$ cat config.mk
export PLATFORM = sky130hd
export DESIGN_NAME = uart_tx_flat
export DESIGN_NICKNAME = d
export VERILOG_FILES = /design/src/rtl/uart_tx_if.sv /design/src/rtl/uart_tx.sv /design/src/flat_wrapper.sv
export SDC_FILE = /design/constraint.sdc
export NUM_CORES = 1
export LEC_CHECK = 0
export ABC_AREA = 1
export CELL_PAD_IN_SITES_DETAIL_PLACEMENT = 1
export CELL_PAD_IN_SITES_GLOBAL_PLACEMENT = 2
export CORE_UTILIZATION = 37
export CTS_CLUSTER_DIAMETER = 40
export DETAILED_ROUTE_END_ITERATION = 12
export PLACE_DENSITY_LB_ADDON = 0.1
export SYNTH_ARGS = -nofsm -noshare
export SYNTH_HDL_FRONTEND = slang
export SYNTH_SLANG_ARGS = --single-unit
$ cat constraint.sdc
create_clock -name clk -period 2.22 [get_ports clk]
set_clock_uncertainty 0.2 [all_clocks]
set_input_delay 0.666 -clock clk [delete_from_list [all_inputs] [get_ports clk]]
set_output_delay 0.666 -clock clk [all_outputs]
set_load 0.005 [all_outputs]
$ cat src/rtl/uart_tx_if.sv
// Byte-in / serial-out handshake bundle for uart_tx.
interface uart_tx_if;
    logic [7:0] din;
    logic       tx_start;
    logic       tx_ready;
    logic       tx;
    logic       tx_busy;
    logic       tx_done;

    modport master (
        output din, tx_start,
        input  tx_ready, tx, tx_busy, tx_done
    );

    modport slave (
        input  din, tx_start,
        output tx_ready, tx, tx_busy, tx_done
    );
endinterface

$ cat src/rtl/uart_tx.sv
// 8N1/8N2 UART transmitter with a one-byte holding register in front of the shifter.
// Bit timing is 16 sub-ticks per bit, each sub-tick DIV clocks long.
module uart_tx #(
    parameter int unsigned CLOCK_SPEED = 50000000,
    parameter int unsigned BAUD_RATE   = 9600,
    parameter int unsigned STOP_BITS   = 1
) (
    input  logic     clk,
    input  logic     rst,
    uart_tx_if.slave bus
);

    localparam int unsigned   DIV       = CLOCK_SPEED / (BAUD_RATE * 16);
    localparam int unsigned   CW        = $clog2(DIV);
    localparam logic [CW-1:0] DIV_LAST  = CW'(DIV - 1);
    localparam logic [4:0]    STOP_LAST = 5'(16 * STOP_BITS - 1);

    typedef enum logic [1:0] {
        IDLE,
        START,
        DATA,
        STOP
    } state_t;

    state_t        state_q, state_d;
    logic [CW-1:0] div_cnt_q, div_cnt_d;
    logic [4:0]    tick_cnt_q, tick_cnt_d;
    logic [2:0]    idx_q, idx_d;
    logic [7:0]    shift_q, shift_d;
    logic [7:0]    hold_q, hold_d;
    logic          hold_full_q, hold_full_d;
    logic          tx_q, tx_d;
    logic          ready_q, ready_d;
    logic          done_q, done_d;

    logic tick;
    logic accept;
    logic bit_end;
    logic stop_end;

    assign tick     = (div_cnt_q == DIV_LAST);
    assign accept   = bus.tx_start && ready_q;
    assign bit_end  = tick && (tick_cnt_q == 5'd15);
    assign stop_end = tick && (tick_cnt_q == STOP_LAST);

    always_comb begin
        state_d     = state_q;
        div_cnt_d   = tick ? '0 : div_cnt_q + CW'(1);
        tick_cnt_d  = tick ? tick_cnt_q + 5'd1 : tick_cnt_q;
        idx_d       = idx_q;
        shift_d     = shift_q;
        hold_d      = hold_q;
        hold_full_d = hold_full_q;
        tx_d        = tx_q;
        done_d      = 1'b0;

        // Acceptance and the hold->shift move are mutually exclusive:
        // accept needs an empty holding register, the move needs a full one.
        if (accept) begin
            hold_d      = bus.din;
            hold_full_d = 1'b1;
        end

        case (state_q)
            IDLE: begin
                tx_d       = 1'b1;
                div_cnt_d  = '0;
                tick_cnt_d = '0;
                if (hold_full_q) begin
                    shift_d     = hold_q;
                    hold_full_d = 1'b0;
                    idx_d       = '0;
                    state_d     = START;
                    tx_d        = 1'b0;
                end
            end
            START: begin
                tx_d = 1'b0;
                if (bit_end) begin
                    tick_cnt_d = '0;
                    idx_d      = '0;
                    state_d    = DATA;
                    tx_d       = shift_q[0];
                end
            end
            DATA: begin
                tx_d = shift_q[0];
                if (bit_end) begin
                    tick_cnt_d = '0;
                    shift_d    = {1'b0, shift_q[7:1]};
                    if (idx_q == 3'd7) begin
                        state_d = STOP;
                        tx_d    = 1'b1;
                    end else begin
                        idx_d = idx_q + 3'd1;
                        tx_d  = shift_q[1];
                    end
                end
            end
            STOP: begin
                tx_d = 1'b1;
                if (stop_end) begin
                    done_d     = 1'b1;
                    tick_cnt_d = '0;
                    // Chain straight into the next frame when a byte is waiting.
                    if (hold_full_q) begin
                        shift_d     = hold_q;
                        hold_full_d = 1'b0;
                        idx_d       = '0;
                        div_cnt_d   = '0;
                        state_d     = START;
                        tx_d        = 1'b0;
                    end else begin
                        state_d = IDLE;
                    end
                end
            end
            default: begin
                state_d = IDLE;
                tx_d    = 1'b1;
            end
        endcase

        ready_d = ~hold_full_d;
    end

    always_ff @(posedge clk or negedge rst) begin
        if (!rst) begin
            state_q     <= IDLE;
            div_cnt_q   <= '0;
            tick_cnt_q  <= '0;
            idx_q       <= '0;
            shift_q     <= '0;
            hold_q      <= '0;
            hold_full_q <= 1'b0;
            tx_q        <= 1'b1;
            ready_q     <= 1'b1;
            done_q      <= 1'b0;
        end else begin
            state_q     <= state_d;
            div_cnt_q   <= div_cnt_d;
            tick_cnt_q  <= tick_cnt_d;
            idx_q       <= idx_d;
            shift_q     <= shift_d;
            hold_q      <= hold_d;
            hold_full_q <= hold_full_d;
            tx_q        <= tx_d;
            ready_q     <= ready_d;
            done_q      <= done_d;
        end
    end

    assign bus.tx       = tx_q;
    assign bus.tx_ready = ready_q;
    assign bus.tx_done  = done_q;
    assign bus.tx_busy  = (state_q != IDLE) || hold_full_q;

endmodule
$ cat src/flat_wrapper.sv
// flat-port wrapper written by rule: the top's interface ports become plain ports
module uart_tx_flat 
#(
    parameter int unsigned CLOCK_SPEED = 50000000,
    parameter int unsigned BAUD_RATE   = 9600,
    parameter int unsigned STOP_BITS   = 1
)
  (clk, rst, bus_din, bus_tx_start, bus_tx_ready, bus_tx, bus_tx_busy, bus_tx_done);
  uart_tx_if bus_i ();
  input  logic clk;
  input  logic rst;
  input wire logic [$bits(bus_i.din)-1:0] bus_din;
  input wire logic [$bits(bus_i.tx_start)-1:0] bus_tx_start;
  output wire logic [$bits(bus_i.tx_ready)-1:0] bus_tx_ready;
  output wire logic [$bits(bus_i.tx)-1:0] bus_tx;
  output wire logic [$bits(bus_i.tx_busy)-1:0] bus_tx_busy;
  output wire logic [$bits(bus_i.tx_done)-1:0] bus_tx_done;
  assign bus_i.din = bus_din;
  assign bus_i.tx_start = bus_tx_start;
  assign bus_tx_ready = bus_i.tx_ready;
  assign bus_tx = bus_i.tx;
  assign bus_tx_busy = bus_i.tx_busy;
  assign bus_tx_done = bus_i.tx_done;
  uart_tx #(.CLOCK_SPEED(CLOCK_SPEED), .BAUD_RATE(BAUD_RATE), .STOP_BITS(STOP_BITS)) u_core (.clk(clk), .rst(rst), .bus(bus_i));
endmodule
Word-level counts from Yosys, hierarchy flattened
Cells that the tools add are included.
{"block": "classes", "add_sub_neg": 3, "n_eq_ne": 13, "n_mux": 36, "bitwise": 1, "reduce_logical": 10}
{"operator": "$mux 9", "n": 3}
{"operator": "$mux 8", "n": 3}
{"operator": "$pmux 8 s3", "n": 1}
{"operator": "$pmux 9 s2", "n": 1}
{"operator": "$mux 3", "n": 5}
{"operator": "$pmux 3 s4", "n": 1}
{"operator": "$mux 1", "n": 11}
{"operator": "$mux 2", "n": 5}
{"operator": "$mux 5", "n": 2}
{"operator": "$ne 2x1->1 const B", "n": 5}
{"operator": "$pmux 5 s2", "n": 1}
{"operator": "$add 9x1->9 const B", "n": 1}
{"operator": "$eq 9x9->1 const B", "n": 1}
{"operator": "$pmux 2 s4", "n": 1}
{"operator": "$add 5x1->5 const B", "n": 1}
{"operator": "$eq 5x4->1 const B", "n": 1}
{"operator": "$reduce_and 5->1", "n": 1}
{"operator": "$eq 2x2->1 const B", "n": 2}
{"operator": "$pmux 1 s4", "n": 1}
{"operator": "$reduce_and 4->1", "n": 1}
{"operator": "$add 3x1->3 const B", "n": 1}
{"operator": "$eq 3x3->1 const B", "n": 1}
{"operator": "$ne 3x1->1 const B", "n": 1}
{"operator": "$reduce_and 3->1", "n": 1}
{"operator": "other kinds (10)", "n": 11}
{"block": "totals", "regBits": 39, "in_bits": 11, "output_inout_bits": 4, "elab_cells": 73}

Logic depth before layout (Yosys ltp)
{"block": "depth", "depth_word": 6, "depth_mapped": 11, "depth_no_buf": 11}

Least setup slack after synthesis
No wires, ideal clock.
{"block": "synth_timing", "path_kind": "register to register", "startpoint": "register u_core.state_q[0]", "endpoint": "register u_core.idx_q[0]", "setup_time_ps": 127, "arrival_ps": 1452, "required_ps": 1893, "slack_ps": 442, "path_stages_with_launch": 8, "path_buffers": 1, "period_less_slack_ps": 1778, "path_cell_list": "dfrtp_1 > inv_1 > ha_1 > buf_2 > o31ai_2 > nand2_1 > nand2_1 > o21ai_0"}
{"block": "synth_between", "elab_chain_cells": 3, "word_cells_on_any_way": 10, "cone_classes": "eq/ne: 7; mux: 1; reduce/logical: 2"}
{"item": "start: declaration", "line_no": "uart_tx.sv:25", "text": "state_t state_q, state_d;"}
{"item": "start signal: assignment", "line_no": "uart_tx.sv:140", "text": "state_q <= state_d;"}
{"item": "$eq 2x2->1 / $eq 2x1->1 (equally long branches)", "line_no": "uart_tx.sv:64", "text": "case (state_q)"}
{"item": "$ne 2x2->1 (no line) / $ne 2x1->1 (equally long branches)"}
{"item": "$reduce_and 4->1 (no line)"}
{"item": "end signal: assignment", "line_no": "uart_tx.sv:143", "text": "idx_q <= idx_d;"}
{"item": "end: declaration", "line_no": "uart_tx.sv:28", "text": "logic [2:0] idx_q, idx_d;"}
Parallel ways exist; a longest one is shown, timed or not.
A chain may end at the register's enable or synchronous reset.

Worst setup path in the final report
{"block": "layout_timing", "startpoint": "register u_core.tx_q, in the netlist u_core.bus.tx", "endpoint": "output port bus_tx"}
{"item": "start: declaration", "line_no": "uart_tx.sv:32", "text": "logic tx_q, tx_d;"}
{"item": "start signal: assignment", "line_no": "uart_tx.sv:147", "text": "tx_q <= tx_d;"}
{"item": "end: declaration", "line_no": "flat_wrapper.sv:15", "text": "output wire logic [$bits(bus_i.tx)-1:0] bus_tx;"}
No word-level cell between the ends.

==> metrics.txt <==
1st-iter DRT viols 131; FF+latch count, synth 39; Crit Path Max Fanout 1; Die ar. approximately 0.0056 mm2; antenna violations before repair 0; share of cells above drive strength 1 about a fifth; Die W 74.61 um; Slew HR around 66%; CTS tree built; Residual DRC 0; Ports 15; internal power 1.723 mW; Pre-Repair DR Iteration Count 4; Num CTS Buffers 5; Reg power frac 37.8%; Comb pwr share 46.2%; RSZ-0062 raised after global routing false; CTS H-Tree Depth 2; Critical Path Sink Type output pin; flop-to-flop setup slack 0.20 ns; P&R area growth vs syn 17.58%; worst-margin pin slew just over 0.5 ns; Multi-input gate area a little under 900 um2; crit path time final between 2 and 2.5 ns; sw frac around two fifths; Slew Limit Fails 0; Final Hold Violating Endpoints 0; crit path buf inv count 1; sequential-to-total area share from yosys stat 50.16%; layout net count 243; register clock-pin slew on the reported worst setup and hold paths 0.08 ns; CTS Buffer Depth 2; Post-Syn Nets 218; Power Total 2.887 mW; storage element area 978.4 um2; via count 1,437; CTS Sinks 39; GR Overflow Total 0; Worst Setup SP u_core.bus.tx; Final Cycle Share between 90% and 100%; Worst Path Class, Setup flip-flop to output pin; Min-Delay Path Class input port to async pin; post-DP HPWL 2975 um; clk root buf clkbuf_8; Die H 74.61 um; max_cap viols 0; GRT Overall Usage 16.51%; first-pass GRT wire length between 6000 and 7000 um; WL final 4003 um; antenna cell count 0; Core ar. 0.005107 mm2; vias in the first global route 1,420; P_leak 1.054 nW; effective utilization at floorplan 38.19%; switching pwr between 1 and 1.5 mW; endpoints failing setup 0; R2R cell count 8; VDD IR-drop max 566.5 uV; Mapped Cells 198; status complete, no violations; max frequency roughly 460 MHz; Stages on worst setup path 1; largest net degree at the start of global routing 40; count of antenna-violating nets left after detailed routing 0; setup ws final around 0.058 ns; Avg Inst Size Synth roughly 9.9 um2; Place WS slightly below 0.06 ns; Filler Cells Inserted 576; Cell Area, Synth 0.001951 mm2; Clock Latency Late Sink 0.29 ns; CP Cell Sequence clkdlybuf4s50_1; CP top delay family flip-flops; Power Density 1259 mW/mm2; reg-to-reg startpoint u_core.state_q[1]; CP required 1.35 ns; slowest cell on the critical path dfstp_2; final RePlAce weighted congestion 0.7520; most common cell after layout, fill and taps aside nand2_1; end of the critical path bus_tx; row count 26; CP max stage delay 0.52 ns; number of vias per cell 4.888; setup TNS 0 ns; design area 0.002293 mm2; placed inst area 0.002187 mm2; Arr. time, crit path between 1 and 1.5 ns; most frequent cells in the layout 40 x nand2_1, 37 x dfrtp_1, 18 x inv_1; worst r2r dst u_core.state_q[1]; Yosys warning total 0; PortBufs 14; Clk pwr share 16.0%; Critical Path Start Type flip-flop; Distinct cells, synth 29; DR WL/cell roughly 14 um
-- cell usage after synthesis --
cell      count  share of area [%]
nand2_1      40                7.7
dfrtp_1      37                 47
inv_1        19                3.7
nor2_1       15                2.9
ha_1          9                5.8
o21ai_2       9                4.0
a21oi_1       8                2.1
mux2_2        8                4.6
o21ai_0       8                2.1
nand3_1       7                1.8
mux2i_1       6                3.1
nand2_2       5                1.6
nor3b_1       4                1.5
nand4_1       3               0.96
nor3_1        3               0.77
dfstp_2       2                2.7
nand3_4       2                1.8
nor2_2        2               0.64
a311oi_1      1               0.45
and3_1        1               0.32
buf_2         1               0.26
buf_6         1               0.58
inv_2         1               0.19
nor2_4        1               0.58
nor3b_2       1               0.64
o211ai_1      1               0.39
o21bai_1      1               0.39
o31ai_2       1               0.64
xor2_1        1               0.45
-- how the worst min path moves through the flow --
stage / from / endpoint / slack [ns] / depth (start not counted)
2_1_floorplan: rst / u_core.bus.tx_done / 0.17 / 0
3_3_place_gp: u_core.shift_q[2] / u_core.shift_q[2] / 0.27 / 2
3_5_place_dp: u_core.shift_q[0] / u_core.shift_q[0] / 0.27 / 2
4_1_cts: rst / u_core.tick_cnt_q[3] / 0.24 / 2
5_1_grt: rst / u_core.bus.tx_done / 0.24 / 2
6_report: rst / u_core.tick_cnt_q[3] / 0.22 / 2
-- per-layer routing --
layer  wire length [um]  GRT usage (%)  up-vias
li1                   -              -      707
met1               1896          21.88      700
met2               1920          26.23       22
met3                115          4.016        8
met4                 71          6.289        0
met5                  0              0        -
-- cells by family (layout without fill, tap and decap cells) --
family          Yosys count  count (layout)  synth area share [%]
compound gates           29              29                 10.01
fa+ha+maj                 9               9                 5.773
xor+xnor                  1               1                0.4491
flops                    39              39                 50.16
simple gates             84              84                 21.23
buf+inv                  22              48                 4.682
mux                      14              14                 7.698
-- flip-flops by register name (all words and copies together) (netlist names) --
name and flops:
u_core.div_cnt_q 9, u_core.hold_q 8, u_core.shift_q 8, u_core.tick_cnt_q 5, u_core.idx_q 3, u_core.state_q 2
u_core.bus.tx 1, u_core.bus.tx_done 1, u_core.bus.tx_ready 1, u_core.hold_full_q 1
-- timing repair --
action	in CTS	in global routing
gates resized for setup	4	1
hold endpoints to repair	0	0
buffers inserted	1	1
pin swaps	1	0
setup endpoints to repair	2	1
hold buffers	0	0
-- through the flow --
stage	instances	util (%)	hold slack (ns)
global route	294	44.90	0.2409
floorplan	198	-	0.1704
CTS	293	44.56	0.2423
global placement	284	42.82	0.2665
finish	294	44.90	0.2151
detailed placement	284	42.82	0.2684
-- final cells by class --
class | instances | area share [%]
Clock inverter | 1 | 0.2182
Sequential cell | 39 | 42.66
Inverter | 20 | 3.273
Tap cell | 70 | 3.819
Clock buffer | 7 | 3.328
Timing Repair Buffer | 20 | 7.747
Multi-Input combinational cell | 137 | 38.95
-- power by group through the flow --
stage	Sequential (mW)	Clock [mW]	Combinational, mW
2_1_floorplan	1.08	0	0.968
3_3_place_gp	1.10	0	1.25
3_5_place_dp	1.11	0	1.31
4_1_cts	1.09	0.488	1.33
5_1_grt	1.13	0.517	1.51
6_report	1.09	0.462	1.33
No activity file was read; power rests on OpenSTA's default activity.
